### src/rtl/mem_port_arbiter.sv
// Fixed-priority / round-robin arbiter of NUM_CH memory requestors onto one RAMHelper port.
// Optional build macro MMIO_BYPASS_EN: sub-MEM_BASE requests bypass RAM and flag resp_mmio.
module mem_port_arbiter #(
    parameter int          NUM_CH   = 3,
    parameter int          ADDR_W   = 64,
    parameter int          DATA_W   = 64,
    parameter int          ARB_MODE = 0,
    parameter logic [63:0] MEM_BASE = 64'h0000_0000_8000_0000
) (
    input  logic                     clock,
    input  logic                     reset,
    input  logic [NUM_CH-1:0]        req_valid,
    output logic [NUM_CH-1:0]        req_ready,
    input  logic [NUM_CH-1:0]        req_wen,
    input  logic [NUM_CH*ADDR_W-1:0] req_addr,
    input  logic [NUM_CH*DATA_W-1:0] req_wdata,
    input  logic [NUM_CH*DATA_W-1:0] req_wmask,
    output logic [NUM_CH-1:0]        resp_valid,
    input  logic [NUM_CH-1:0]        resp_ready,
    output logic [DATA_W-1:0]        resp_rdata,
`ifdef MMIO_BYPASS_EN
    output logic                     resp_mmio,
`endif
    output logic                     ram_ren,
    output logic [63:0]              ram_ridx,
    input  logic [63:0]              ram_rdata,
    output logic                     ram_wen,
    output logic [63:0]              ram_widx,
    output logic [63:0]              ram_wdata,
    output logic [63:0]              ram_wmask
);

    localparam int IDX_W = (NUM_CH > 1) ? $clog2(NUM_CH) : 1;
    localparam logic [ADDR_W-1:0] BASE_A = ADDR_W'(MEM_BASE);

    typedef enum logic [0:0] {
        ST_IDLE = 1'b0,
        ST_RESP = 1'b1
    } state_t;

    state_t              state_q, state_d;
    logic [NUM_CH-1:0]   resp_valid_q, resp_valid_d;
    logic [DATA_W-1:0]   resp_rdata_q, resp_rdata_d;
    logic [IDX_W-1:0]    rr_ptr_q, rr_ptr_d;
    logic                mmio_q, mmio_d;

    logic                gnt_found_s;
    logic [IDX_W-1:0]    gnt_idx_s;
    logic [IDX_W-1:0]    cand_s;
    logic [NUM_CH-1:0]   gnt_oh_s;
    logic                accept_s;
    logic                grant_s;
    logic                mmio_s;
    logic [ADDR_W-1:0]   sel_addr_s;
    logic                sel_wen_s;
    logic [DATA_W-1:0]   sel_wdata_s;
    logic [DATA_W-1:0]   sel_wmask_s;
    logic [63:0]         ram_idx_s;

    // Grant selection: lowest index, or rotating search starting after the last winner.
    always_comb begin
        gnt_found_s = 1'b0;
        gnt_idx_s   = {IDX_W{1'b0}};
        cand_s      = {IDX_W{1'b0}};
        if (ARB_MODE == 0) begin
            for (int i = NUM_CH - 1; i >= 0; i--) begin
                gnt_found_s = gnt_found_s | req_valid[i];
                gnt_idx_s   = req_valid[i] ? IDX_W'(i) : gnt_idx_s;
            end
        end else begin
            for (int k = 1; k <= NUM_CH; k++) begin
                cand_s      = IDX_W'((int'(rr_ptr_q) + k) % NUM_CH);
                gnt_idx_s   = (!gnt_found_s && req_valid[cand_s]) ? cand_s : gnt_idx_s;
                gnt_found_s = gnt_found_s | req_valid[cand_s];
            end
        end
    end

    assign accept_s    = |(resp_valid_q & resp_ready);
    assign grant_s     = reset && gnt_found_s && ((state_q == ST_IDLE) || accept_s);
    assign gnt_oh_s    = {{(NUM_CH-1){1'b0}}, 1'b1} << gnt_idx_s;
    assign sel_addr_s  = req_addr[gnt_idx_s*ADDR_W +: ADDR_W];
    assign sel_wen_s   = req_wen[gnt_idx_s];
    assign sel_wdata_s = req_wdata[gnt_idx_s*DATA_W +: DATA_W];
    assign sel_wmask_s = req_wmask[gnt_idx_s*DATA_W +: DATA_W];
    // Word index wraps modulo 2^ADDR_W for addresses below the RAM base.
    assign ram_idx_s   = 64'((sel_addr_s - BASE_A) >> 3'd3);

`ifdef MMIO_BYPASS_EN
    assign mmio_s = (sel_addr_s < BASE_A);
`else
    assign mmio_s = 1'b0;
`endif

    assign req_ready = grant_s ? gnt_oh_s : {NUM_CH{1'b0}};

    // RAM port driven straight from the grant; everything idles at zero otherwise.
    always_comb begin
        ram_ren   = 1'b0;
        ram_ridx  = 64'd0;
        ram_wen   = 1'b0;
        ram_widx  = 64'd0;
        ram_wdata = 64'd0;
        ram_wmask = 64'd0;
        if (grant_s && !mmio_s) begin
            if (sel_wen_s) begin
                ram_wen   = 1'b1;
                ram_widx  = ram_idx_s;
                ram_wdata = 64'(sel_wdata_s);
                ram_wmask = 64'(sel_wmask_s);
            end else begin
                ram_ren   = 1'b1;
                ram_ridx  = ram_idx_s;
            end
        end else begin
            ram_ren = 1'b0;
        end
    end

    // Next-state: a grant loads a fresh response, an accept without grant drains to idle.
    always_comb begin
        state_d      = state_q;
        resp_valid_d = resp_valid_q;
        resp_rdata_d = resp_rdata_q;
        rr_ptr_d     = rr_ptr_q;
        mmio_d       = mmio_q;
        if (grant_s) begin
            state_d      = ST_RESP;
            resp_valid_d = gnt_oh_s;
            resp_rdata_d = (sel_wen_s || mmio_s) ? {DATA_W{1'b0}} : DATA_W'(ram_rdata);
            rr_ptr_d     = gnt_idx_s;
            mmio_d       = mmio_s;
        end else if (accept_s) begin
            state_d      = ST_IDLE;
            resp_valid_d = {NUM_CH{1'b0}};
            mmio_d       = 1'b0;
        end else begin
            state_d      = state_q;
        end
    end

    // State and response registers; reset drops any pending response.
    always_ff @(posedge clock) begin
        if (!reset) begin
            state_q      <= ST_IDLE;
            resp_valid_q <= {NUM_CH{1'b0}};
            resp_rdata_q <= {DATA_W{1'b0}};
            rr_ptr_q     <= IDX_W'(NUM_CH - 1);
            mmio_q       <= 1'b0;
        end else begin
            state_q      <= state_d;
            resp_valid_q <= resp_valid_d;
            resp_rdata_q <= resp_rdata_d;
            rr_ptr_q     <= rr_ptr_d;
            mmio_q       <= mmio_d;
        end
    end

    assign resp_valid = resp_valid_q;
    assign resp_rdata = resp_rdata_q;
`ifdef MMIO_BYPASS_EN
    assign resp_mmio  = mmio_q;
`else
    logic unused_mmio_s;
    assign unused_mmio_s = mmio_q;
`endif

endmodule

### config.mk
export PLATFORM = sky130hd
export DESIGN_NAME = mem_port_arbiter
export DESIGN_NICKNAME = d
export VERILOG_FILES = /design/src/rtl/mem_port_arbiter.sv
export SDC_FILE = /design/constraint.sdc
export NUM_CORES = 1
export LEC_CHECK = 0
export ABC_CLOCK_PERIOD_IN_PS = 3300
export BUFFER_PORTS_ARGS = -buffer_cell sky130_fd_sc_hd__buf_2
export CELL_PAD_IN_SITES_DETAIL_PLACEMENT = 1
export CELL_PAD_IN_SITES_GLOBAL_PLACEMENT = 1
export CORE_AREA = 2 2 381 383
export DETAILED_ROUTE_END_ITERATION = 16
export DIE_AREA = 0 0 383 385
export PLACE_DENSITY_LB_ADDON = 0.1
export SLEW_MARGIN = 20
export SYNTH_ARGS = -nofsm -noshare
export SYNTH_HDL_FRONTEND = slang
export SYNTH_SLANG_ARGS = --single-unit
### constraint.sdc
create_clock -name clock -period 3.3 [get_ports clock]
set_clock_uncertainty 0.1 [all_clocks]
set_input_delay 0.33 -clock clock [delete_from_list [all_inputs] [get_ports clock]]
set_output_delay 0.33 -clock clock [all_outputs]
set_load 0.01 [all_outputs]
==> results of run 1 <==
[synthesized netlist by cell type, drive strengths merged (2+ instances only)]
cell	n
mux2i	4
clkbuf	123
a311oi	128
nor4	6
a221oi	3
nand2b	11
o32a	2
nor3	11
o32ai	9
o21a	6
or3b	3
nand4	13
nand3	71
o22a	2
o21ai	8
xnor2	10
xor2	11
o2bb2ai	2
a221o	5
nand3b	4
nor2	265
nand2	401
or4	4
or3	3
or2	5
nor2b	2
a21o	7
o221ai	4
dfxtp	68
and3	4
a31o	6
o22ai	13
nand4b	2
buf	31
a21oi	155
o311ai	2
nor3b	9
inv	9
[per-stage QoR]
stage          worst slack, ns  setup TNS (ns)
6_report                0.0961               0
4_1_cts                -0.0122         -0.0304
5_1_grt                -0.0256         -0.0935
2_1_floorplan            0.144               0
3_3_place_gp            -0.471           -9.90
3_5_place_dp            -0.485          -10.86
[layout make-up]
type / instances / area [um^2]
Antenna cell: 19 / 47.5
Clock buffer: 10 / 239
Clock inverter: 6 / 111
Fill cell: 17608 / 126000
Inverter: 9 / 37.5
Multi-Input combinational cell: 1206 / 6630
Sequential cell: 68 / 1360
Tap cell: 1903 / 2380
Timing Repair Buffer: 1161 / 6650
[report_power, final]
group	internal [mW]	leakage (nW)	switching, mW	total (mW)
Combinational	0.869	7.74	1.22	2.09
Sequential	0.858	0.553	0.0200	0.878
Clock	0.760	0.169	0.442	1.20
[worst paths after layout]
check | to | slack, ns | cells past startpoint
worst min-delay path | resp_rdata[50]$_SDFFE_PN0P_ | 0.12 | 3
worst min register to register | resp_rdata[61]$_SDFFE_PN0P_ | 0.35 | 2
worst max register to register | resp_rdata[56]$_SDFFE_PN0P_ | 0.78 | 8
worst max-delay path | ram_ridx[55] | 0.1 | 11
[kinds of logic (layout without fill, tap and decap cells)]
| group | Yosys count | count (layout) | synth area share (%) |
|---|---|---|---|
| compound gates | 356 | 356 | 30.1 |
| buf+inv | 163 | 1186 | 8.44 |
| mux | 4 | 4 | 0.486 |
| flops | 68 | 68 | 16.5 |
| other cells | 1 | 25 | 0.0455 |
| fa+ha+maj | 1 | 1 | 0.152 |
| xor+xnor | 21 | 21 | 2.23 |
| simple gates | 817 | 818 | 42.1 |
[routing by layer]
metal / global-route usage, % / part of all wire, % / vias up
li1: - / - / 7077
met1: 15.0 / 43 / 7096
met2: 20.2 / 48 / 641
met3: 3.72 / 7.8 / 98
met4: 2.17 / 1.7 / 38
met5: 0 / 0.26 / -
[worst register-to-register path, cell delays in order, from the launching register on]
cell and delay (ns):
dfxtp_1 0.33, a222oi_1 0.63, a21o_1 0.27, buf_4 0.20
or2_2 0.27, buf_4 0.24, buf_12 0.20, nand2_1 0.08
a21oi_1 0.12
[sequential cells by signal (all words and copies together), names as in the netlist]
name / count
resp_valid: 3
state_q: 1
resp_rdata: 64
[placed cells by master, fill, tap and decap left out, types with 4 or more instances in the layout]
cell       Yosys  layout
nand3_1       71      71
a21oi_1      155     145
nor4_4         0       4
o21a_1         6       6
a221o_1        5       5
a21o_1         7       7
nand2b_4       2       5
diode_2        0      19
o22ai_1       13      10
inv_2          1       4
buf_2          7     955
nand2_1      400     398
nand4_1       12      12
a311oi_1     128     127
o21ai_0        7       6
dfxtp_1       68      68
buf_4         10     172
buf_6          5      10
clkbuf_16      0       9
xnor2_1       10       7
or4_4          1       4
nand3b_1       4       4
o32ai_2        0       7
nor3_4         2       4
nor3_1         8       4
inv_1          8       4
or2_2          4       4
nor3b_1        9       6
nand2b_1       9       7
conb_1         1       6
buf_12         0      22
xor2_1        11      10
a21oi_2        0       9
nor2_1       265     262
[what timing repair did]
| item | 4_1_cts | 5_1_grt |
|---|---|---|
| buffers inserted | 3 | 7 |
| endpoints found under the hold margin | 0 | 0 |
| pin swaps | 12 | 23 |
| gates cloned | 1 | 0 |
| resized for setup | 46 | 46 |
| hold buffers | 0 | 0 |
| endpoints found under the setup margin | 100 | 37 |
==> summary.md, run 1 <==
| Metric | Value |
|---|---|
| H-tree depth | `3` |
| Wire length per cell | `21.6 um` |
| Full die area | `147,000 um^2` |
| CP Data Required Time | `2.87 ns` |
| Ranking of synthesized cells by area | `nand2_1 (18%), dfxtp_1 (17%), a311oi_1 (14%), nor2_1 (12%), a21oi_1 (9.4%)` |
| CP cell instances | `buf_8 > buf_6 > o32a_1 > o2bb2ai_2 > or4_4 > nor3_4 > buf_12 > buf_6 > nand4_4 > mux2i_2 > buf_2` |
| Flop and latch count out of synthesis | `slightly below 70` |
| Total Routing Usage GR | `a little under an eighth` |
| Final Cycle Share | `97.1%` |
| First-pass GRT wire length | `around 130,000 um` |
| Count of buffers from port buffering | `963` |
| CP delay by family, top | `simple AND/OR/NAND/NOR gates` |
| Dominant synthesized flop cell | `dfxtp_1` |
| Outcome | `finished clean` |
| Congestion Overflow GR | `0` |
| Io pins | `~980` |
| GPL Wtd Cong | `0.842` |
| Starting density of the core | `between 5 and 6%` |
| Ys Warns | `0` |
| First-pass iteration count of the detailed router | `7` |
| Largest net degree at the start of global routing | `131` |
| Minimum clock period | `between 3 and 4 ns` |
| Syn avg cell area | `5.76 um^2` |
| Final Non-Filler Cells | `4,382` |
| Cell count after placement | `4,339` |
| Largest area contributor in the netlist | `nand2_1` |
| CP max stage delay | `0.56 ns` |
| RR Startpoint | `resp_valid[0]$_SDFFE_PN0P_` |
| Worst hold start | `ram_rdata[50]` |
| Crit end category | `output pin` |
| Crit path DAT | `between 2 and 3 ns` |
| Final WL | `94,800 um` |
| Max-Cap Viols | `0` |
| Area Growth Syn to Fin | `112%` |
| Clock Path Buffers | `2` |
| Final hold slack | `roughly 0.12 ns` |
| CP bufs+invs | `5` |
| Vias in the first global route | `15,481` |
| Worst Setup Path Type | `input pin to output pin` |
| Die span in x | `383 um` |
| Core footprint | `143,000 um^2` |
| Cell mode on critical path | `buf_6` |
| Clk root buf | `clkbuf_16` |
| Sequential fraction of the synthesis area | `16.5%` |
| Async SR Flop Fraction | `0%` |
| Number of enable flip-flop cells after synthesis | `0` |
| Clk sinks | `68` |
| Initial antenna violation count | `48` |
| DR vias | `14,950` |
| Via density per instance | `3.41` |
| Synthesized area | `8240 um^2` |
| Distinct cells, synth | `63` |
| DRC | `0` |
| Num CTS Buffers | `9` |
| Die Y | `385 um` |
| DP HPWL | `80,800 um` |
| Nets | `3,107` |
| Initial drt markers | `between 700 and 800` |
| Worst-Skew Late Latency | `about 0.36 ns` |
| Final Hold Fails | `0` |
| Kind of start point of the critical path | `input pin` |
| Post-synth top area share | `18.2%` |
| Slew Limit Fails | `0` |
| Slew @ Worst Pin | `1.01 ns` |
| Leak | `8.46 nW` |
| Clk pin slew, worst setup/hold paths | `0.06 ns` |
| Cell Rows | `139` |
| Placed Area | `approximately 17,000 um^2` |
| Max FO, Critical Path | `12` |
| Setup-failing EPs final | `0` |
| Max Fclk | `312 MHz` |
| Launch point of the worst path | `req_valid[0]` |
| Post-Synthesis Cells | `1,431` |
| CTS tree | `yes` |
| Critical path's slowest cell | `or4_4` |
| Final ANT Viol Nets | `0` |
| Pwr Total | `between 4 and 5 mW` |
| Power Density | `239 nW/um^2` |
| Max_slew headroom | `32.5%` |
| RSZ-0062 raised after global routing | `true` |
| Class of the worst hold path | `input pin to flip-flop` |
| Final core occ | `roughly an eighth` |
| Post-route cell area | `17,500 um^2` |
| Peak VDD IR | `0.253 mV` |
| Layout cells sized above 1 | `51.3%` |
No activity file was read; power rests on OpenSTA's default activity.
==> run 2, diff against run 1 <==
--- a/config.mk
+++ b/config.mk
@@ -5,13 +5,14 @@
 export SDC_FILE = /design/constraint.sdc
 export NUM_CORES = 1
 export LEC_CHECK = 0
+export ABC_AREA = 1
 export ABC_CLOCK_PERIOD_IN_PS = 3300
 export BUFFER_PORTS_ARGS = -buffer_cell sky130_fd_sc_hd__buf_2
 export CELL_PAD_IN_SITES_DETAIL_PLACEMENT = 1
 export CELL_PAD_IN_SITES_GLOBAL_PLACEMENT = 1
-export CORE_AREA = 2 2 381 383
+export CORE_AREA = 2 2 379 381
 export DETAILED_ROUTE_END_ITERATION = 16
-export DIE_AREA = 0 0 383 385
+export DIE_AREA = 0 0 381 383
 export PLACE_DENSITY_LB_ADDON = 0.1
 export SLEW_MARGIN = 20
 export SYNTH_ARGS = -nofsm -noshare
==> run 2 against run 1 <==
Net effect:
- sequential power is 1% higher
- sequential cell count unchanged
- clock power down 20%
- critical path depth increased by 6
- total power down 9.0%
- first-iteration DRC count decreased by 21%
- highest routed layer unchanged
- largest power group unchanged
- non-clock buffer count decreased by 77
- wire length down 2.3%
==> summary.md, run 2 <==
| Metric | Value |
|---|---|
| Outcome | `finished clean` |
| H-tree depth | `3 (unchanged)` |
| Comb power frac | `51.4% (+1.3 points)` |
| First-pass GRT wire length | `124,000 um (-1.6%)` |
| Max Fclk | `330 MHz (+5.8%)` |
| Syn avg cell area | `5.17 um^2 (-10%)` |
| Register area | `1360 um^2 (unchanged)` |
| Area Growth Syn to Fin | `97.9%` |
| Via density per instance | `3.33 (-2.4%)` |
| Die Y | `383 um (-0.52%)` |
| Post-Synthesis Cells | `1,591 (+11%)` |
| Starting density of the core | `5.78% (+0.024 points)` |
| Synthesized area | `8220 um^2 (-0.20%)` |
| Num CTS Buffers | `9 (unchanged)` |
| Distinct cells, synth | `31 (-51%)` |
| Cell mode on critical path | `nand2_1` |
| Sequential share of power | `23.4% (+2.3 points)` |
| Class of the worst hold path | `input pin to flip-flop` |
| Ranking of synthesized cells by area | `nand2_1 (30%), dfxtp_1 (17%), a311oi_1 (14%), nor2_1 (14%), nand3_1 (6.3%)` |
| Number of enable flip-flop cells after synthesis | `0 (unchanged)` |
| Dpl ws | `0.0435 ns (+0.528 ns)` |
| Internal | `2.18 mW (-13%)` |
| Final Cycle Share | `91.8% (-5.3 points)` |
| Most frequent cells in the layout | `buf_2 (962), nand2_1 (647), nor2_1 (297)` |
| Final Hold Fails | `0 (unchanged)` |
| Largest area contributor in the netlist | `nand2_1` |
| Layout cells sized above 1 | `44.0% (-7.3 points)` |
| Most common cell after layout, fill and taps aside | `buf_2` |
| First-pass iteration count of the detailed router | `5 (-2)` |
| Core footprint | `142,000 um^2 (-0.61%)` |
| Switching Share | `42.6% (+2.3 points)` |
| RSZ-0062 raised after global routing | `false` |
| Wire length per cell | `20.7 um (-4.2%)` |
| Io pins | `979 (unchanged)` |
| Largest net degree at the start of global routing | `170 (+30%)` |
| Clock Path Buffers | `2 (unchanged)` |
| Clk sinks | `68 (unchanged)` |
| Setup-failing EPs final | `0 (unchanged)` |
| DR vias | `14,877 (-0.49%)` |
| Count of buffers from port buffering | `963 (unchanged)` |
| Worst Setup Path Type | `input pin to output pin` |
| Worst-Skew Late Latency | `0.37 ns (about the same)` |
| Final WS setup | `0.271 ns (+0.175 ns)` |
| Post-synth top area share | `29.5% (+11 points)` |
| Fin Setup TNS | `0 ns (unchanged)` |
| P_sw | `1.62 mW (-3.8%)` |
| Final hold slack | `0.108 ns (-0.0131 ns)` |
| Flop and latch count out of synthesis | `68 (unchanged)` |
| Kind of start point of the critical path | `input pin` |
| Nets | `3,205 (+3.2%)` |
| Power Density | `233 nW/um^2 (-2.4%)` |
| Die span in x | `381 um (-0.52%)` |
| Post-CTS Setup Bufs | `0 (-3)` |
| Critical path's slowest cell | `nor2_2` |
| Ys Warns | `0 (unchanged)` |
| CTS tree | `yes` |
| Number of flip-flops in the largest register | `64 (unchanged)` |
| Final core occ | `11.4% (-0.76 points)` |
| Initial antenna violation count | `63 (+31%)` |
| Cell Rows | `139 (unchanged)` |
| Crit path DAT | `2.60 ns (-0.17 ns)` |
| DP HPWL | `79,700 um (-1.3%)` |
| Minimum clock period | `3.03 ns (-0.175 ns)` |
| CP Data Required Time | `2.87 ns (about the same)` |
| Slew Limit Fails | `0 (unchanged)` |
| Full die area | `146,000 um^2 (-1.0%)` |
| Filler Cell Count | `17,792 (+1.0%)` |
| Crit end category | `output pin` |
| Clock power share | `25.2% (-3.6 points)` |
| Dominant synthesized flop cell | `dfxtp_1` |
| Commonest cells post-synth | `nand2_1 (647), nor2_1 (298), a311oi_1 (128)` |
| Congestion Overflow GR | `0 (unchanged)` |
| Max_slew headroom | `33.7% (+1.2 points)` |
| DRC | `0 (unchanged)` |
| GPL Wtd Cong | `0.881 (+4.7%)` |
| Total Routing Usage GR | `11.9% (-0.066 points)` |
| CP cell instances | `buf_2 > nor2_2 > buf_4 > nand2_8 > inv_2 > buf_4 > nand2_1 > nand2_1 > nand2_1 > nor2_1 > nand2_1 > nor2_2 > nand2_1 > nand2_1 > nand2_1 > nor2_1 > buf_2` |
| Sequential fraction of the synthesis area | `16.6% (+0.033 points)` |
| Top-count cell post-synth | `nand2_1` |
| Async SR Flop Fraction | `0% (unchanged)` |
| Max-Cap Viols | `0 (unchanged)` |
| Max FO, Critical Path | `8 (-4)` |
| Area of the multi-input gates | `6070 um^2 (-8.4%)` |
| Initial drt markers | `573 (-21%)` |
| Slew @ Worst Pin | `0.995 ns (-0.0175 ns)` |
| CP max stage delay | `0.27 ns (-0.29 ns)` |
| Final WL | `92,600 um (-2.3%)` |
| Clk root buf | `clkbuf_16` |
| Final ANT Viol Nets | `0 (unchanged)` |
| Leak | `8.42 nW (-0.43%)` |
| Peak VDD IR | `0.259 mV (+2.3%)` |
| Clk pin slew, worst setup/hold paths | `0.06 ns (about the same)` |
| Vias in the first global route | `15,726 (+1.6%)` |
## run 2: cell count changes after synthesis, sizes merged, moves of 9 or more
cell    previous run  this run
clkbuf           123        85
o32ai              9         0
nand2b            11         0
buf               31        53
a21oi            155        69
nor3b              9         0
inv                9        65
nand2            401       650
nor2             265       310
nand4             13         1
o21ai              8        31
nor3              11         1
o22ai             13         0
nand3             71       104
## run 2: worst paths after layout
| check | startpoint | slack (ns) | depth (start not counted) | to |
|---|---|---|---|---|
| max | req_valid[1] | 0.27 | 17 | ram_widx[58] |
| min | ram_rdata[50] | 0.11 | 3 | resp_rdata[50]$_SDFFE_PN0P_ |
| max reg2reg | resp_valid[1]$_SDFFE_PN0P_ | 1.09 | 8 | resp_rdata[1]$_SDFFE_PN0P_ |
| min reg2reg | resp_rdata[41]$_SDFFE_PN0P_ | 0.36 | 2 | resp_rdata[41]$_SDFFE_PN0P_ |
## run 2: routing by layer
metal  GRT usage, %  wire [um]  vias to the layer above
li1               -          -                     7121
met1           13.6      37000                     6944
met2           21.8      47000                      642
met3           3.45       6760                      126
met4           2.36       1520                       44
met5              0        294                        -
## run 2: worst max-delay path, delay by kind of cell
family,cells,cell delay (ns)
buffers and inverters,5,0.67
AND/OR/NAND/NOR,12,1.58
## run 2: stage by stage
stage | instances | instance area (um^2) | power (mW)
after floorplan | 1596 | 8240 | 1.71
after global placement | 4445 | 16000 | 2.92
after detailed placement | 4445 | 16000 | 2.92
after CTS | 4458 | 16200 | 3.93
after global routing | 4466 | 16300 | 4.08
final | 4468 | 16300 | 3.79
## run 2: cell type report
class                      instances  share of cell area [%]
clock inverter                     2                  0.0769
timing repair buffer            1084                    36.3
inverter                          66                    1.61
sequential                        68                    8.37
antenna                           10                   0.154
clock buffer                      11                    1.55
tap                             1903                    14.6
multi-input combinational       1324                    37.3
## run 2: power by group through the flow
stage | sequential [mW] | combinational [mW] | clock [mW]
3_5_place_dp | 0.908 | 2.01 | 0
3_3_place_gp | 0.906 | 2.01 | 0
2_1_floorplan | 0.924 | 0.781 | 0
6_report | 0.889 | 1.95 | 0.954
4_1_cts | 0.890 | 2.02 | 1.02
5_1_grt | 0.895 | 2.16 | 1.03
## run 2: cell families (layout without fill, tap and decap cells)
group,after synthesis,after routing,synth area share [%]
compound gates,229,229,19.8
flops,68,68,16.6
buf+inv,204,1163,10.4
simple gates,1073,1073,51.5
xor+xnor,15,15,1.60
other cells,1,16,0.0456
fa+ha+maj,1,1,0.152
## run 2: timing repair
action	4_1_cts	5_1_grt
hold buffers	0	0
gates resized for setup	0	4
endpoints found under the setup margin	0	11
